File: src/rtl/shield_write_slave_if.sv
// Bundles the write-data slave's three handshakes: the AXI W channel, the line request and the assembled-line output.
interface shield_write_slave_if #(
   parameter int CL_ID_WIDTH     = 6,
   parameter int CL_DATA_WIDTH   = 64,
   parameter int LINE_WIDTH      = 512,
   parameter int OFFSET_WIDTH    = 6,
   parameter int BURSTS_PER_LINE = 8
);
   logic [CL_ID_WIDTH-1:0]       s_axi_wid;
   logic [CL_DATA_WIDTH-1:0]     s_axi_wdata;
   logic [CL_DATA_WIDTH/8-1:0]   s_axi_wstrb;
   logic                         s_axi_wlast;
   logic                         s_axi_wvalid;
   logic                         s_axi_wready;

   logic [7:0]                   burst_count;
   logic [OFFSET_WIDTH-1:0]      burst_start_offset;
   logic                         req_val;
   logic                         req_rdy;

   logic [LINE_WIDTH-1:0]        cache_line;
   logic [BURSTS_PER_LINE-1:0]   cache_line_burst_en;
   logic                         cache_line_val;
   logic                         cache_line_rdy;

   modport slave (
      input  s_axi_wid, s_axi_wdata, s_axi_wstrb, s_axi_wlast, s_axi_wvalid,
      output s_axi_wready,
      input  burst_count, burst_start_offset, req_val,
      output req_rdy,
      output cache_line, cache_line_burst_en, cache_line_val,
      input  cache_line_rdy
   );

   modport master (
      output s_axi_wid, s_axi_wdata, s_axi_wstrb, s_axi_wlast, s_axi_wvalid,
      input  s_axi_wready,
      output burst_count, burst_start_offset, req_val,
      input  req_rdy,
      input  cache_line, cache_line_burst_en, cache_line_val,
      output cache_line_rdy
   );
endinterface

File: src/rtl/shield_write_slave.sv
// AXI write-data slave: gathers a counted burst of W beats into their slots of one cache line
// and hands the line plus a per-slot enable mask to the line writer.
module shield_write_slave #(
   parameter int CL_DATA_WIDTH       = 64,
   parameter int LINE_WIDTH          = 512,
   parameter int OFFSET_WIDTH        = 6,
   parameter int BURSTS_PER_LINE     = 8,
   parameter int BURSTS_PER_LINE_LOG = 3
) (
   input logic                 clk,
   input logic                 rst,
   shield_write_slave_if.slave bus
);

   typedef enum logic [1:0] {IDLE, DATA, OUT} state_t;

   state_t                         state;
   logic [LINE_WIDTH-1:0]          line_q;
   logic [BURSTS_PER_LINE-1:0]     mask_q;
   logic [7:0]                     remaining;
   logic [BURSTS_PER_LINE_LOG-1:0] idx;
   logic                           wready_q;
   logic                           val_q;
   logic                           unused_inputs;

   assign unused_inputs = ^{bus.s_axi_wid, bus.s_axi_wstrb, bus.s_axi_wlast,
                            bus.burst_start_offset[OFFSET_WIDTH-BURSTS_PER_LINE_LOG-1:0]};

   assign bus.req_rdy             = (state == IDLE);
   assign bus.s_axi_wready        = wready_q;
   assign bus.cache_line_val      = val_q;
   assign bus.cache_line          = line_q;
   assign bus.cache_line_burst_en = mask_q;

   // wready drops for one cycle after every accepted beat, capping intake at one beat per two cycles
   always_ff @(posedge clk or posedge rst) begin
      if (rst) begin
         state     <= IDLE;
         line_q    <= '0;
         mask_q    <= '0;
         remaining <= '0;
         idx       <= '0;
         wready_q  <= 1'b0;
         val_q     <= 1'b0;
      end else begin
         case (state)
            IDLE: begin
               if (bus.req_val) begin
                  remaining <= bus.burst_count;
                  idx       <= bus.burst_start_offset[OFFSET_WIDTH-1 -: BURSTS_PER_LINE_LOG];
                  line_q    <= '0;
                  mask_q    <= '0;
                  if (bus.burst_count == 8'd0) begin
                     state <= OUT;
                     val_q <= 1'b1;
                  end else begin
                     state    <= DATA;
                     wready_q <= 1'b1;
                  end
               end
            end
            DATA: begin
               if (bus.s_axi_wvalid && wready_q) begin
                  line_q[idx*CL_DATA_WIDTH +: CL_DATA_WIDTH] <= bus.s_axi_wdata;
                  mask_q[idx] <= 1'b1;
                  idx         <= idx + 1'b1;
                  remaining   <= remaining - 8'd1;
                  wready_q    <= 1'b0;
                  if (remaining == 8'd1) begin
                     state <= OUT;
                     val_q <= 1'b1;
                  end
               end else begin
                  wready_q <= 1'b1;
               end
            end
            OUT: begin
               if (bus.cache_line_rdy) begin
                  state  <= IDLE;
                  line_q <= '0;
                  mask_q <= '0;
                  val_q  <= 1'b0;
               end
            end
            default: begin
               state    <= IDLE;
               wready_q <= 1'b0;
               val_q    <= 1'b0;
            end
         endcase
      end
   end

endmodule

File: src/flat_wrapper.sv
// flat-port wrapper written by rule: the top's interface ports become plain ports
module shield_write_slave_flat 
#(
   parameter int CL_DATA_WIDTH       = 64,
   parameter int LINE_WIDTH          = 512,
   parameter int OFFSET_WIDTH        = 6,
   parameter int BURSTS_PER_LINE     = 8,
   parameter int BURSTS_PER_LINE_LOG = 3
)
  (clk, rst, bus_s_axi_wid, bus_s_axi_wdata, bus_s_axi_wstrb, bus_s_axi_wlast, bus_s_axi_wvalid, bus_s_axi_wready, bus_burst_count, bus_burst_start_offset, bus_req_val, bus_req_rdy, bus_cache_line, bus_cache_line_burst_en, bus_cache_line_val, bus_cache_line_rdy);
  shield_write_slave_if #(.CL_DATA_WIDTH(CL_DATA_WIDTH), .LINE_WIDTH(LINE_WIDTH), .OFFSET_WIDTH(OFFSET_WIDTH), .BURSTS_PER_LINE(BURSTS_PER_LINE)) bus_i ();
  input logic clk;
  input logic rst;
  input wire logic [$bits(bus_i.s_axi_wid)-1:0] bus_s_axi_wid;
  input wire logic [$bits(bus_i.s_axi_wdata)-1:0] bus_s_axi_wdata;
  input wire logic [$bits(bus_i.s_axi_wstrb)-1:0] bus_s_axi_wstrb;
  input wire logic [$bits(bus_i.s_axi_wlast)-1:0] bus_s_axi_wlast;
  input wire logic [$bits(bus_i.s_axi_wvalid)-1:0] bus_s_axi_wvalid;
  output wire logic [$bits(bus_i.s_axi_wready)-1:0] bus_s_axi_wready;
  input wire logic [$bits(bus_i.burst_count)-1:0] bus_burst_count;
  input wire logic [$bits(bus_i.burst_start_offset)-1:0] bus_burst_start_offset;
  input wire logic [$bits(bus_i.req_val)-1:0] bus_req_val;
  output wire logic [$bits(bus_i.req_rdy)-1:0] bus_req_rdy;
  output wire logic [$bits(bus_i.cache_line)-1:0] bus_cache_line;
  output wire logic [$bits(bus_i.cache_line_burst_en)-1:0] bus_cache_line_burst_en;
  output wire logic [$bits(bus_i.cache_line_val)-1:0] bus_cache_line_val;
  input wire logic [$bits(bus_i.cache_line_rdy)-1:0] bus_cache_line_rdy;
  assign bus_i.s_axi_wid = bus_s_axi_wid;
  assign bus_i.s_axi_wdata = bus_s_axi_wdata;
  assign bus_i.s_axi_wstrb = bus_s_axi_wstrb;
  assign bus_i.s_axi_wlast = bus_s_axi_wlast;
  assign bus_i.s_axi_wvalid = bus_s_axi_wvalid;
  assign bus_s_axi_wready = bus_i.s_axi_wready;
  assign bus_i.burst_count = bus_burst_count;
  assign bus_i.burst_start_offset = bus_burst_start_offset;
  assign bus_i.req_val = bus_req_val;
  assign bus_req_rdy = bus_i.req_rdy;
  assign bus_cache_line = bus_i.cache_line;
  assign bus_cache_line_burst_en = bus_i.cache_line_burst_en;
  assign bus_cache_line_val = bus_i.cache_line_val;
  assign bus_i.cache_line_rdy = bus_cache_line_rdy;
  shield_write_slave #(.CL_DATA_WIDTH(CL_DATA_WIDTH), .LINE_WIDTH(LINE_WIDTH), .OFFSET_WIDTH(OFFSET_WIDTH), .BURSTS_PER_LINE(BURSTS_PER_LINE), .BURSTS_PER_LINE_LOG(BURSTS_PER_LINE_LOG)) u_core (.clk(clk), .rst(rst), .bus(bus_i));
endmodule
File: config.mk
export PLATFORM = sky130hd
export DESIGN_NAME = shield_write_slave_flat
export DESIGN_NICKNAME = d
export VERILOG_FILES = /design/src/rtl/shield_write_slave_if.sv /design/src/rtl/shield_write_slave.sv /design/src/flat_wrapper.sv
export SDC_FILE = /design/constraint.sdc
export NUM_CORES = 1
export LEC_CHECK = 0
export ABC_AREA = 1
export BUFFER_PORTS_ARGS = -buffer_cell sky130_fd_sc_hd__buf_4
export CAP_MARGIN = 20
export CORE_ASPECT_RATIO = 1.25
export CORE_UTILIZATION = 40
export DETAILED_ROUTE_END_ITERATION = 12
export SYNTH_ARGS = -nofsm -noshare
export SYNTH_HDL_FRONTEND = slang
export SYNTH_SLANG_ARGS = --single-unit
File: constraint.sdc
create_clock -name clk -period 23.1 [get_ports clk]
set_clock_uncertainty 0.2 [all_clocks]
set_input_delay 1.155 -clock clk [delete_from_list [all_inputs] [get_ports clk]]
set_output_delay 1.155 -clock clk [all_outputs]
set_load 0.01 [all_outputs]
==> results of run 1 <==
## worst min path at each step
stage	from	end	slack, ps	cells past startpoint
2_1_floorplan	u_core.remaining[7]$_DFFE_PP0P_	u_core.remaining[7]$_DFFE_PP0P_	280	2
3_3_place_gp	u_core.bus.cache_line[212]$_DFFE_PP0P_	u_core.bus.cache_line[212]$_DFFE_PP0P_	260	2
3_5_place_dp	u_core.bus.cache_line[81]$_DFFE_PP0P_	u_core.bus.cache_line[81]$_DFFE_PP0P_	260	2
4_1_cts	u_core.bus.cache_line[81]$_DFFE_PP0P_	u_core.bus.cache_line[81]$_DFFE_PP0P_	270	2
5_1_grt	u_core.bus.cache_line[205]$_DFFE_PP0P_	u_core.bus.cache_line[205]$_DFFE_PP0P_	290	2
6_report	u_core.bus.cache_line[493]$_DFFE_PP0P_	u_core.bus.cache_line[493]$_DFFE_PP0P_	270	2
## layout make-up
| cell class | count | share of cell area |
|---|---|---|
| flip-flops and latches | 535 | 0.443 |
| multi-input cells | 2195 | 0.298 |
| repair buffers | 632 | 0.158 |
| clock buffers | 87 | 0.0575 |
| well taps | 750 | 0.0310 |
| inverters | 63 | 0.00832 |
| clock inverters | 13 | 0.00381 |
| diodes | 4 | 0.000331 |
## cell usage in the layout (no fill, tap or decap), types with 11 or more instances in the layout
cell	count
and3_1	16
buf_4	630
clkbuf_16	57
clkbuf_8	20
clkinv_2	11
dfrtp_1	534
inv_1	54
nand2_1	1560
nand3_1	176
nand4_1	65
nor2_1	258
nor3_1	32
o21ai_0	38
## per-layer routing
metal | GRT usage | part of all wire | vias to the layer above
met5 | 0 | 0.00023 | -
met4 | 0.178 | 0.059 | 4
met3 | 0.0745 | 0.084 | 246
met2 | 0.525 | 0.47 | 1044
met1 | 0.405 | 0.39 | 11000
li1 | - | - | 10300
## flip-flops by register name (all words and copies together) (netlist names)
register / cells
u_core.bus.cache_line_burst_en: 8
u_core.bus.cache_line: 512
u_core.bus.cache_line_val: 1
u_core.idx: 3
u_core.remaining: 8
u_core.state: 2
u_core.bus.s_axi_wready: 1
## cell families (layout without fill, tap and decap cells)
kind of cell,after synthesis,count (layout),share of synthesized area
other cells,0,4,0
flops,535,535,0.571
xor+xnor,1,1,0.000373
fa+ha+maj,6,6,0.00320
compound gates,49,49,0.0107
simple gates,2139,2139,0.366
buf+inv,255,795,0.0494
## worst reg2reg max path: stages, from the launching register on
cell,delay (ps)
dfrtp_4,830
clkinv_1,430
ha_1,1010
inv_1,390
nor2_2,700
nand2_1,580
nand2_1,570
nand2_2,100
buf_4,390
nand2_1,260
o21ai_0,90
## power by group through the flow
stage / Sequential (mW) / Combinational, mW / Clock (mW)
2_1_floorplan: 1.59 / 1.09 / 0
3_3_place_gp: 1.47 / 2.28 / 0
3_5_place_dp: 1.48 / 2.30 / 0
4_1_cts: 1.47 / 2.31 / 0.934
5_1_grt: 1.51 / 2.47 / 0.972
6_report: 1.48 / 2.30 / 0.923
==> flow_summary.ini, run 1 <==
[setup_path]
worstPathRequired_ps = 23350
timing.critical_path.buf_inv = 3
r2r-start = u_core.idx[0]$_DFFE_PP0P_
critical_path_start_type = flip-flop
worst_r2r_endpoint = u_core.bus.cache_line[355]$_DFFE_PP0P_
crit_type = flip-flop to flip-flop
critical-path-top-cell-by-count = nand2_1
crit_path_max_fanout = 73
worstPathCellList = clkinv_1, ha_1, inv_1, nor2_2, nand2_1, nand2_1, nand2_2, buf_4, nand2_1, o21ai_0
slowest_cell_on_the_critical_path = ha_1
critical_path.startpoint = u_core.idx[0]$_DFFE_PP0P_
r2r_cells = 10
critical_path_capture_point = u_core.bus.cache_line[355]$_DFFE_PP0P_
worst_path_largest_cell_delay_ps = 1010
cp_data_arrival_time_ps = 5950
rrSetupSlack_ps = 17400
family_of_cells_with_the_greatest_summed_delay_on_the_critical_path = simple AND/OR/NAND/NOR gates
setup.worst_path.end_class = flip-flop
crit_cells = 10

[timing]
fmax_ghz = 0.175
grt_setup_unrepaired = no
worstMarginPinSlew_ps = 1060
finalSetupTns_ps = 0
post-route-period-util = 0.247
timing.slew.headroom = 0.292
finalHoldViolCount = 0
setup-violations-final = 0
finalCriticalPeriod_ps = 5700
worst_slack_ps = 17400
finalMaxSlewViolations = 0
final.hold.worst_slack_ps = 269

[cells_and_area]
final-instance-count-excl-fill = 4279
filler_cell_count = 5652
fin_nets = 3586
layout-drive-gt1-share = 0.216
synthToLayoutAreaGrowth_pct = 28.9
final_core_utilization = 0.525
ff_latch_area_um2 = 13400
area_taken_by_multi_input_logic_gates_um2 = 9010
layout.cell_area.non_filler_um2 = 30200

[floorplan]
die_height_um = 273
coreArea_um2 = 57600
starting_density_of_the_core = 0.407
design.die.area_um2 = 59600
ioPinCount = 621
die_w_um = 219
fp-row-count = 98

[yosys]
synth_area_leader = dfrtp_1
synth_top_cell_area_share = 0.571
synth.most_common_cell = nand2_1
netlist-cell-type-count = 30
postSynth.topFlopCell = dfrtp_1
synth-edff-count = 0
largest_cells_by_area_after_synthesis = dfrtp_1, nand2_1, nor2_1
syn_nets = 3089
postSynthRegisterBits = 535
synth_commonest_cells = nand2_1, dfrtp_1, nor2_1
asyncSetResetFlopFracSynth = 1.00
netlist_instances = 2985
synth_seq_area_share = 0.571
synth_area_per_cell_um2 = 7.86
synth_warn = 0
syn_area_um2 = 23500

[route]
postRouteAntennaNets = 0
route.detailed.wl_per_inst_um = 23.0
drt-vias-per-instance = 5.26
drt_iter0_drc = 1987
number_of_vias_after_detailed_routing = 22500
dr.pass1.iters = 6
drc = 0
routed_wl_um = 98600

[clock_tree]
post-cts-setup-buffer-count = 0
worst_setup_hold_path_clk_slew_ps = 60
clock_tree.htree_level_count = 2
cts_buffers = 55
cts.hold.buffers_added = 0
clock_sink_count = 535
clock_tree.root_cell = clkbuf_16
clkLatencyLatePin_ps = 600
cts_tree = built
ctsResizeCount = 0
cts_max_path_buffers = 3

[pwr]
p_switching_mw = 2.23
share_seq_of_total_power = 0.314
ir_worst_vdd_v = 0.000172
netSwitchingFraction = 0.474
p_total_mw = 4.70
power_frac_clock = 0.196
p_leak_nw = 17.5
power_report.internal_total_mw = 2.47
power.share.combinational = 0.490
cellPowerDensity_nw_per_um2 = 155

[run]
cap_violations = 0

[grt]
global_route_wire_length_before_repair_um = 143000
grt_max_degree = 133
grt_pass1_vias = 21600
grt_remaining_overflow = 0
grt_antenna_before_repair = 4
grt_util_all_layers = 0.326

[placement]
placed_area_um2 = 28300
hpwlAfterDp_um = 66300
gp_congestion = 0.894
port-buffer-count = 602
preCtsSetupSlack_ps = 17380
place_inst = 4173

[status]
run_status = finished clean

[hold_path]
worst_hold_path_type = flip-flop to flip-flop
No activity file was read; power rests on OpenSTA's default activity.
==> inputs of run 2 (changes only) <==
==> constraint.sdc (replaced) <==
create_clock -name clk -period 5.6 [get_ports clk]
set_clock_uncertainty 0.2 [all_clocks]
set_input_delay 0.28 -clock clk [delete_from_list [all_inputs] [get_ports clk]]
set_output_delay 0.28 -clock clk [all_outputs]
set_load 0.01 [all_outputs]
==> run 2 against run 1 <==
Maximum frequency rose by 25%; flip-flop and latch count did not move; sequential power rose to 4.1 times the previous value; via count rose by 1.6%; cell count rose by 1.8%.
==> flow_summary.ini, run 2 (synthesized netlist as in run 1, its figures left out) <==
[status]
run_status = finished clean

[cells_and_area]
layout_commonest_cell = nand2_1
fin_nets = 3676
filler_cell_count = 5528
antenna_cells = 0
layout_common_cells = nand2_1, buf_4, dfrtp_1, nor2_1, nand3_1
area_taken_by_multi_input_logic_gates_um2 = 9000
synthToLayoutAreaGrowth_pct = 32.7
final-instance-count-excl-fill = 4358
ff_latch_area_um2 = 13400
layout-drive-gt1-share = 0.211
final_core_utilization = 0.540
largest_register_ff_count = 512

[pwr]
p_leak_nw = 17.8
power.share.combinational = 0.493
power_frac_clock = 0.197
cellPowerDensity_nw_per_um2 = 626
share_seq_of_total_power = 0.311
netSwitchingFraction = 0.470
ir_worst_vdd_v = 0.000470
power_report.internal_total_mw = 10.3
p_switching_mw = 9.16

[timing]
fmax_ghz = 0.220
timing.slew.headroom = 0.289
setup-violations-final = 0
worst_slack_ps = 1050
finalCriticalPeriod_ps = 4550
worstMarginPinSlew_ps = 1060
grt_setup_unrepaired = no
post-route-period-util = 0.812
finalMaxSlewViolations = 0
finalHoldViolCount = 0

[hold_path]
hold_depth = 2
worst_hold_path_type = flip-flop to flip-flop
start_point_of_the_worst_hold_path = u_core.bus.cache_line[298]$_DFFE_PP0P_
hold_end = u_core.bus.cache_line[298]$_DFFE_PP0P_

[route]
drt-vias-per-instance = 5.25
postRouteAntennaNets = 0
route.detailed.wl_per_inst_um = 22.7
drc = 0
drt_iter0_drc = 2438
dr.pass1.iters = 8
routed_wl_um = 99000
number_of_vias_after_detailed_routing = 22900

[setup_path]
critical_path_start_type = flip-flop
setup.worst_path.end_class = flip-flop
r2r_cells = 12
worst_r2r_endpoint = u_core.bus.cache_line[355]$_DFFE_PP0P_
crit_path_max_fanout = 62
crit_type = flip-flop to flip-flop
rrSetupSlack_ps = 1050
cp_data_arrival_time_ps = 4810
worstPathRequired_ps = 5860
r2r-start = u_core.idx[0]$_DFFE_PP0P_

[clock_tree]
clkLatencyLatePin_ps = 610
clock_sink_count = 535
cts_buffers = 55
cts_tree = built
worst_setup_hold_path_clk_slew_ps = 60
clock_tree.htree_level_count = 2
cts.hold.buffers_added = 83
cts_max_path_buffers = 3
post-cts-setup-buffer-count = 0
ctsResizeCount = 0
clock_tree.root_cell = clkbuf_16

[placement]
place_inst = 4179
hpwlAfterDp_um = 67800
port-buffer-count = 602
preCtsSetupSlack_ps = 1090
gp_congestion = 0.887

[run]
cap_violations = 0

[floorplan]
design.die.area_um2 = 59600
starting_density_of_the_core = 0.407
die_height_um = 273
ioPinCount = 621
die_w_um = 219
coreArea_um2 = 57600
fp-row-count = 98

[grt]
grt_pass1_vias = 21900
grt_util_all_layers = 0.326
global_route_wire_length_before_repair_um = 145000
grt_remaining_overflow = 0
grt_max_degree = 172
grt_antenna_before_repair = 3
==> run 2: changes by cell type in the layout (fill, tap and decap cells not counted), sizes merged <==
cell         before  now
buf             632  638
bufinv            2    6
clkinvlp          0    4
diode             4    0
clkbuf           87   78
clkinv           12    6
dlygate4sd3       0   84
==> run 2: worst max path at each step <==
stage | start | endpoint | slack (ps) | depth (start not counted)
finish | u_core.idx[0]$_DFFE_PP0P_ | u_core.bus.cache_line[355]$_DFFE_PP0P_ | 1050 | 12
global route | u_core.idx[0]$_DFFE_PP0P_ | u_core.bus.cache_line[355]$_DFFE_PP0P_ | 720 | 12
CTS | u_core.idx[0]$_DFFE_PP0P_ | u_core.bus.cache_line[355]$_DFFE_PP0P_ | 1090 | 12
detailed placement | u_core.idx[0]$_DFFE_PP0P_ | u_core.bus.cache_line[355]$_DFFE_PP0P_ | 1090 | 12
global placement | u_core.idx[0]$_DFFE_PP0P_ | u_core.bus.cache_line[365]$_DFFE_PP0P_ | 1300 | 12
floorplan | rst | u_core.bus.cache_line[0]$_DFFE_PP0P_ | -2150 | 1
==> run 2: per-layer routing <==
layer	vias up	GRT usage	share of wire	routed length (um)
met2	1069	0.548	0.49	48400
met4	0	0.151	0.052	5110
met1	11200	0.404	0.38	37700
li1	10400	-	-	-
met5	-	0	0	0
met3	226	0.0629	0.078	7750
==> run 2: cell type report <==
cell class	instances	share of cell area
flip-flops and latches	535	0.430
multi-input cells	2195	0.289
repair buffers	722	0.183
clock buffers	78	0.0515
well taps	750	0.0301
inverters	63	0.00796
clock inverters	15	0.00760
==> run 2: metrics by stage <==
| stage | area (um2) | TNS, ps | hold slack (ps) | power, mW |
|---|---|---|---|---|
| 2_1_floorplan | 23500 | -1152410 | 236 | 11.0 |
| 3_5_place_dp | 28400 | 0 | 259 | 15.6 |
| 4_1_cts | 31100 | 0 | 256 | 19.5 |
| 6_report | 31100 | 0 | 272 | 19.5 |
| 5_1_grt | 31100 | 0 | 284 | 20.5 |
| 3_3_place_gp | 28400 | 0 | 255 | 15.4 |
==> run 2: critical path, cell delays in order (launching register included) <==
cell and delay (ps):
dfrtp_4 400, clkinv_1 190, ha_1 290, ha_1 240
inv_2 340, nand2_2 170, nor2_2 550, nand2_1 520
nand2_1 510, nand2_2 260, buf_4 440, nand2_1 150
o21ai_0 80
==> run 2: power groups by stage <==
stage	clock [mW]	combinational (mW)	sequential, mW
floorplan	0	4.50	6.54
global placement	0	9.39	6.04
detailed placement	0	9.49	6.09
CTS	3.88	9.58	6.04
global route	4.03	10.3	6.18
finish	3.84	9.61	6.06
